**config.mk**
```make
export PLATFORM = sky130hd
export DESIGN_NAME = ula_seq_nbits
export DESIGN_NICKNAME = d
export VERILOG_FILES = /design/src/rtl/ula_pkg.sv /design/src/rtl/ula_seq_nbits.sv
export SDC_FILE = /design/constraint.sdc
export NUM_CORES = 1
export LEC_CHECK = 0
export CORE_UTILIZATION = 44
export CTS_CLUSTER_DIAMETER = 50
export DETAILED_ROUTE_END_ITERATION = 16
export GPL_ROUTABILITY_DRIVEN = 0
export PLACE_DENSITY = 0.9
export SLEW_MARGIN = 40
export SYNTH_ARGS = -nofsm -noshare
export SYNTH_HDL_FRONTEND = slang
export SYNTH_SLANG_ARGS = --single-unit
```
**constraint.sdc**
```tcl
create_clock -name clk -period 2.4 [get_ports clk]
set_input_delay 0.36 -clock clk [delete_from_list [all_inputs] [get_ports clk]]
set_output_delay 0.36 -clock clk [all_outputs]
set_load 0.01 [all_outputs]
```
**src/rtl/ula_pkg.sv**
```systemverilog
// Shared types and constants for the sliced ALU sequencer.
// Slice width, FSM states and common 74181 select codes.
package ula_pkg;

  localparam int SLICE_W = 8;

  typedef enum logic [1:0] {
    IDLE = 2'd0,
    RUN  = 2'd1,
    DONE = 2'd2
  } state_e;

  localparam logic [3:0] S_A_PLUS_CIN = 4'b0000;
  localparam logic [3:0] S_A_PLUS_B   = 4'b1001;
  localparam logic [3:0] S_XOR        = 4'b0110;
  localparam logic [3:0] S_A_LOGIC    = 4'b1111;

endpackage

```
**src/rtl/ula_seq_nbits.sv**
```systemverilog
// Drives an external 8-bit 74181-style ALU one slice per cycle, LSB first.
// Ports: cmd_* (valid/ready request), alu_* (ALU slice I/F), rsp_* (result).
module ula_seq_nbits
  import ula_pkg::*;
#(
  parameter  int N_SLICES = 2,
  localparam int W        = SLICE_W * N_SLICES
) (
  input  logic               clk,
  input  logic               rst_n,
  input  logic               cmd_valid,
  output logic               cmd_ready,
  input  logic [W-1:0]       cmd_a,
  input  logic [W-1:0]       cmd_b,
  input  logic [3:0]         cmd_s,
  input  logic               cmd_m,
  input  logic               cmd_c_in,
  output logic [SLICE_W-1:0] alu_a,
  output logic [SLICE_W-1:0] alu_b,
  output logic [3:0]         alu_s,
  output logic               alu_m,
  output logic               alu_c_in,
  input  logic [SLICE_W-1:0] alu_f,
  input  logic               alu_c_out,
  input  logic               alu_a_eq_b,
  output logic               rsp_valid,
  input  logic               rsp_ready,
  output logic [W-1:0]       rsp_f,
  output logic               rsp_c_out,
  output logic               rsp_a_eq_b
);

  localparam int IW = (N_SLICES > 1) ? $clog2(N_SLICES) : 1;

  state_e        state;
  logic [IW-1:0] idx;
  logic [W-1:0]  a_q;
  logic [W-1:0]  b_q;
  logic          m_q;
  logic          eq_acc;
  logic          last;
  logic [W-1:0]  a_sh;
  logic [W-1:0]  b_sh;

  assign cmd_ready = (state == IDLE) ||
                     (state == DONE && rsp_ready);

  assign last = !(int'(idx) < N_SLICES - 1);

  // Operands shifted so the next slice sits in the low byte.
  always_comb begin
    a_sh = a_q >> (SLICE_W * (int'(idx) + 1));
    b_sh = b_q >> (SLICE_W * (int'(idx) + 1));
  end

  always_ff @(posedge clk or negedge rst_n) begin
    if (!rst_n) begin
      state      <= IDLE;
      idx        <= '0;
      a_q        <= '0;
      b_q        <= '0;
      m_q        <= 1'b0;
      eq_acc     <= 1'b0;
      alu_a      <= '0;
      alu_b      <= '0;
      alu_s      <= '0;
      alu_m      <= 1'b0;
      alu_c_in   <= 1'b0;
      rsp_valid  <= 1'b0;
      rsp_f      <= '0;
      rsp_c_out  <= 1'b0;
      rsp_a_eq_b <= 1'b0;
    end else begin
      unique case (state)
        RUN: begin
          rsp_f[SLICE_W*idx +: SLICE_W] <= alu_f;
          eq_acc <= eq_acc & alu_a_eq_b;
          if (!last) begin
            idx      <= idx + IW'(1);
            alu_a    <= a_sh[SLICE_W-1:0];
            alu_b    <= b_sh[SLICE_W-1:0];
            alu_c_in <= alu_c_out;
          end else begin
            rsp_c_out  <= alu_c_out & ~m_q;
            rsp_a_eq_b <= eq_acc & alu_a_eq_b;
            rsp_valid  <= 1'b1;
            state      <= DONE;
          end
        end
        DONE: begin
          if (rsp_ready) begin
            rsp_valid <= 1'b0;
            state     <= IDLE;
          end
        end
        default: ;
      endcase
      // Load shares IDLE and the DONE-with-handshake path.
      if (cmd_valid && cmd_ready) begin
        a_q      <= cmd_a;
        b_q      <= cmd_b;
        m_q      <= cmd_m;
        alu_a    <= cmd_a[SLICE_W-1:0];
        alu_b    <= cmd_b[SLICE_W-1:0];
        alu_s    <= cmd_s;
        alu_m    <= cmd_m;
        alu_c_in <= cmd_c_in;
        eq_acc   <= 1'b1;
        idx      <= '0;
        state    <= RUN;
      end
    end
  end

endmodule

```
* After elaboration in Yosys (flattened, before gate mapping)
Index checks and enable logic that the tools add are counted.
** Operators by class
- Add/sub/neg operators :: 3
- $lt $le $gt $ge :: 1
- Eq/ne operators :: 6
- Shifts and indexed selects :: 4
- Multiplexer cells :: 22
- Bitwise operators :: 4
- Reductions and logical operators :: 12
** Operator list (number)
- $mux W8 :: 6
- $neg A4 Y34 :: 1
- $shift A8 B34 Y16 const A :: 1
- $shiftx A8 B34 Y16 :: 1
- $shr A16 B32 Y8 :: 1
- $bwmux W16 :: 1
- $shr A16 B5 Y8 :: 1
- $mux W1 :: 10
- $mux W2 :: 3
- $reduce_and A3 Y1 :: 2
- $reduce_bool A2 Y1 :: 3
- $ne A2 B2 Y1 const B :: 2
- $pmux W2 S2 :: 1
- $reduce_and A2 Y1 :: 2
- $ne A3 B2 Y1 const B :: 1
- $ne A3 B3 Y1 const B :: 1
- $reduce_bool A3 Y1 :: 1
- $add A1 B1 Y2 const B :: 1
- $and A1 B1 Y1 :: 2
- $eq A2 B1 Y1 const B :: 1
- $eq A2 B2 Y1 const B :: 1
- $logic_and A1 B1 Y1 :: 2
- $logic_not A2 Y1 :: 1
- $not A1 Y1 :: 2
- 4 further kinds :: 4
** Word-level totals
- Register bits :: 77
- Input port bits :: 52
- Output and inout port bits :: 42
- Word-level logic and storage cells :: 66

* Longest topological paths before layout
- Depth after elaboration :: 6
- Mapped depth :: 6

* Worst setup path before layout
Ideal clock, no wire load.
- Path type :: reg-to-reg
- From :: register state[0]
- To :: register alu_a[6]
- Setup time :: 0.125 ns
- Arrival time :: 1.606 ns
- Data required time :: 2.275 ns
- Slack :: 0.669 ns
- Cell stages (with the launch flop) :: 7
- Path buffers :: 3
- Cells stage by stage :: dfrtp_1 buf_4 or3b_1 buf_6 buf_12 mux2_4 mux2_2
** On the way
- Cells in the longest elaborated chain, start to end :: 6
** Ends and longest elaborated chain
- start: declaration :: RTL line ula_seq_nbits.sv:35 : state_e state;
- start signal: assignment :: RTL line ula_seq_nbits.sv:58 : state <= IDLE;
- start signal: assignment :: RTL line ula_seq_nbits.sv:87 : state <= DONE;
- start signal: assignment :: RTL line ula_seq_nbits.sv:93 : state <= IDLE;
- $eq A2 B2 Y1 :: RTL line ula_seq_nbits.sv:46 : (state == DONE && rsp_ready);
- $logic_and A1 B1 Y1 :: RTL line ula_seq_nbits.sv:46
- $logic_or A1 B1 Y1 :: RTL line ula_seq_nbits.sv:45 : assign cmd_ready = (state == IDLE) ||
- $logic_and A1 B1 Y1 :: RTL line ula_seq_nbits.sv:99 : if (cmd_valid && cmd_ready) begin
- $reduce_bool A2 Y1 (no source line)
- $reduce_and A2 Y1 (no source line)
- end signal: assignment :: RTL line ula_seq_nbits.sv:80 : alu_a <= a_sh[SLICE_W-1:0];
- end signal: assignment :: RTL line ula_seq_nbits.sv:103 : alu_a <= cmd_a[SLICE_W-1:0];
- end: declaration :: RTL line ula_seq_nbits.sv:18 : output logic [SLICE_W-1:0] alu_a,
Parallel ways exist; a longest one is shown, timed or not.
A chain may end at the register's enable or synchronous reset.

* Worst setup path after layout
- From :: register state[1]
- To :: output port cmd_ready
** On the way
- Cells in the longest elaborated chain, start to end :: 3
** Ends and longest elaborated chain
- $eq A2 B2 Y1 :: RTL line ula_seq_nbits.sv:46
- $logic_and A1 B1 Y1 :: RTL line ula_seq_nbits.sv:46
- $logic_or A1 B1 Y1 * :: RTL line ula_seq_nbits.sv:45
- end: declaration :: RTL line ula_seq_nbits.sv:12 : output logic cmd_ready,
Every way passes the cells marked *; elsewhere a longest branch is shown, timed or not.

==> impl_metrics.env <==
export IMPL_outcome="completed"
export IMPL_drc_errors=0
export IMPL_rsz0062_at_grt="false"
export IMPL_fill_cells=405
export IMPL_p_leak_nw=1.600
export IMPL_peakVddDrop_uv=749.5
export IMPL_yosysUniqueCellTypes=22
export IMPL_period_share_pct=84.28
export IMPL_reg2regPathDepth=4
export IMPL_worst_pin_slew_ps=596.7
export IMPL_cts_tree="built"
export IMPL_wl_per_cell_microns=15.20
export IMPL_layout_nets=318
export IMPL_yosysTopAreaCell="dfrtp_1"
export IMPL_clkTransAtPathRegs_ps=70
export IMPL_path_cells="nor2b_1, nor2_1, clkdlybuf4s50_1"
export IMPL_fin_ws_ps=377.3
export IMPL_core_sq_um=5574
export IMPL_grt_max_degree=41
export IMPL_vias=1682
export IMPL_hold_class="in -> async"
export IMPL_hpwl_microns=3720
export IMPL_multi_input_area_sq_um=969.7
export IMPL_slew_violations=0
export IMPL_die_area_sq_um=6156
export IMPL_cts_root_buf="clkbuf_8"
export IMPL_antenna_cells=0
export IMPL_cts_setup_buffers=0
export IMPL_gr_total_overflow=0
export IMPL_synthCells=167
export IMPL_crit_path_start="state[1]$_DFFE_PN0P_"
export IMPL_clkSinkCount=61
export IMPL_worstPathMaxFanout=7
export IMPL_syn2layout_area_growth_pct=46.69
export IMPL_insertion_delay_ps=330
export IMPL_grt_first_pass_wirelength_microns=8597
export IMPL_syn_area_per_cell_sq_um=15.40
export IMPL_holdBufCountCts=0
export IMPL_post_place_ws_ps=396.5
export IMPL_ys_seq_area_share_pct=59.34
export IMPL_start_util_pct=46.15
export IMPL_htreeDepth=3
export IMPL_numCtsBuffers=9
export IMPL_worstPathRequired_ps=2040
export IMPL_drt_wl_total_microns=5213
export IMPL_regArea_sq_um=1526
export IMPL_die_y_microns=78.46
export IMPL_hold_viol=0
export IMPL_antenna_found_initial=0
export IMPL_ys_ff_latch=61
export IMPL_min_period_ps=2023
export IMPL_synth_area_leaders="dfrtp_1, mux2_2, mux2_4"
export IMPL_clk_path_buf_depth=2
export IMPL_firstDrtPassIters=4
export IMPL_grt_pass1_vias=1843
export IMPL_setup_viol=0
export IMPL_cts_resized=0
export IMPL_viasPerCell=4.904
export IMPL_powerDensity_nw_per_um2=1346
export IMPL_track_usage_pct=18.64
export IMPL_worstSetupEndpointType="output pin"
export IMPL_die_w_microns=78.46
export IMPL_crit_path_max_incr_delay_ps=560
export IMPL_first_iter_violations=102
export IMPL_clock_skew_ps=7.912
export IMPL_ioPinCount=94
export IMPL_drv_cap=0
export IMPL_r2r_slack_ps=550
export IMPL_critPathSlowestCell="clkdlybuf4s50_1"
export IMPL_row_count=27
export IMPL_timing_rr_start="state[0]$_DFFE_PN0P_"
export IMPL_crit_type="reg -> out"
export IMPL_cp_start_kind="flop"
export IMPL_yosysTopAreaCellShare_pct=59.34
export IMPL_cp_data_arrival_time_ps=1660
export IMPL_fin_setup_tns_ps=0
export IMPL_relSlewSlack_pct=60.10
export IMPL_drive_gt1_share_pct=33.58
export IMPL_synth_cell_area_sq_um=2572
export IMPL_ys_warn_count=0
export IMPL_syn_nets=219
export IMPL_clock_fmax_ghz=0.4944
export IMPL_io_buffers=93
export IMPL_antenna_left=0
export IMPL_r2r_end="alu_b[3]$_DFFE_PN0P_"
==> metrics by stage <==
step           hold WS [ps]  std cells  utilization, %  instance area (sq um)  power (mW)
2_1_floorplan         64.41        167               -                   2572       3.210
3_3_place_gp          395.2        327           64.13                   3575       4.140
3_5_place_dp          403.8        327           64.13                   3575       4.240
4_1_cts               40.42        343           67.70                   3774       5.155
5_1_grt               54.36        343           67.70                   3774       5.387
6_report              33.83        343           67.70                   3774       5.080
==> logic make-up (layout without fill, tap and decap cells) <==
logic type / Yosys count / count (layout) / share of synthesized area [%]
mux: 69 / 69 / 31.81
buf+inv: 11 / 115 / 3.162
simple gates: 17 / 17 / 3.356
flops: 61 / 61 / 59.34
compound gates: 9 / 9 / 2.334
==> registers in the layout, indices dropped and copies added, names as in the netlist <==
name and count:
alu_c_in 1, alu_b 8, m_q 1, rsp_f 16, state 2, rsp_valid 1, b_q 8, idx 1
a_q 8, rsp_c_out 1, alu_a 8, alu_s 4, rsp_a_eq_b 1, eq_acc 1
==> synth_stat cells (all sizes together) <==
library cell / instances
nor2b: 1
a21o: 2
buf: 9
o311a: 1
nor3b: 1
nor3: 1
nand2: 5
dfrtp: 61
a221o: 1
a21oi: 3
nand3b: 2
mux2: 69
inv: 2
nand2b: 1
or3b: 1
o21ai: 2
nor2: 5
==> cells in the final DEF, fill, tap and decap left out, types with 3 or more instances in the layout <==
| cell type | instances |
|---|---|
| mux2_4 | 11 |
| clkbuf_8 | 9 |
| nor2_1 | 5 |
| dfrtp_1 | 61 |
| nand2_1 | 5 |
| mux2_2 | 58 |
| clkdlybuf4s50_1 | 92 |
| a21oi_1 | 3 |
| clkinvlp_4 | 3 |
==> final cells by class <==
type	count	area share (%)
Sequential cell	61	40.45
Timing Repair Buffer	97	25.99
Multi-Input combinational cell	95	25.70
Clock buffer	9	3.282
Tap cell	72	2.387
Clock inverter	7	1.989
Inverter	2	0.1989
==> power by group <==
| group | leakage [nW] | total [mW] | internal [mW] | switching [mW] |
|---|---|---|---|---|
| registers | 0.718 | 1.87 | 1.56 | 0.305 |
| logic | 0.790 | 2.32 | 1.52 | 0.799 |
| clock network | 0.0918 | 0.892 | 0.482 | 0.410 |
| total | 1.60 | 5.08 | 3.57 | 1.51 |
==> worst max-delay path by stage <==
stage / to / slack, ps
floorplan: alu_a[6]$_DFFE_PN0P_ / 670
global placement: cmd_ready / 420
detailed placement: cmd_ready / 400
CTS: cmd_ready / 360
global route: cmd_ready / 280
finish: cmd_ready / 380
==> worst max-delay path: cells and delay by family, from the launching register on <==
kind                   cells  cell delay [ps]
buffers and inverters      1              560
DFF                        1              440
and+or+nand+nor            2              330
==> routing by layer <==
metal  vias to the layer above  routed length [microns]  GRT usage [%]
li1                        795                        -              -
met1                       831                     2141          19.92
met2                        45                     2737          33.68
met3                        11                      197          3.953
met4                         0                      136          10.93
met5                         -                        0              0
(Power assumes the default switching activity.)
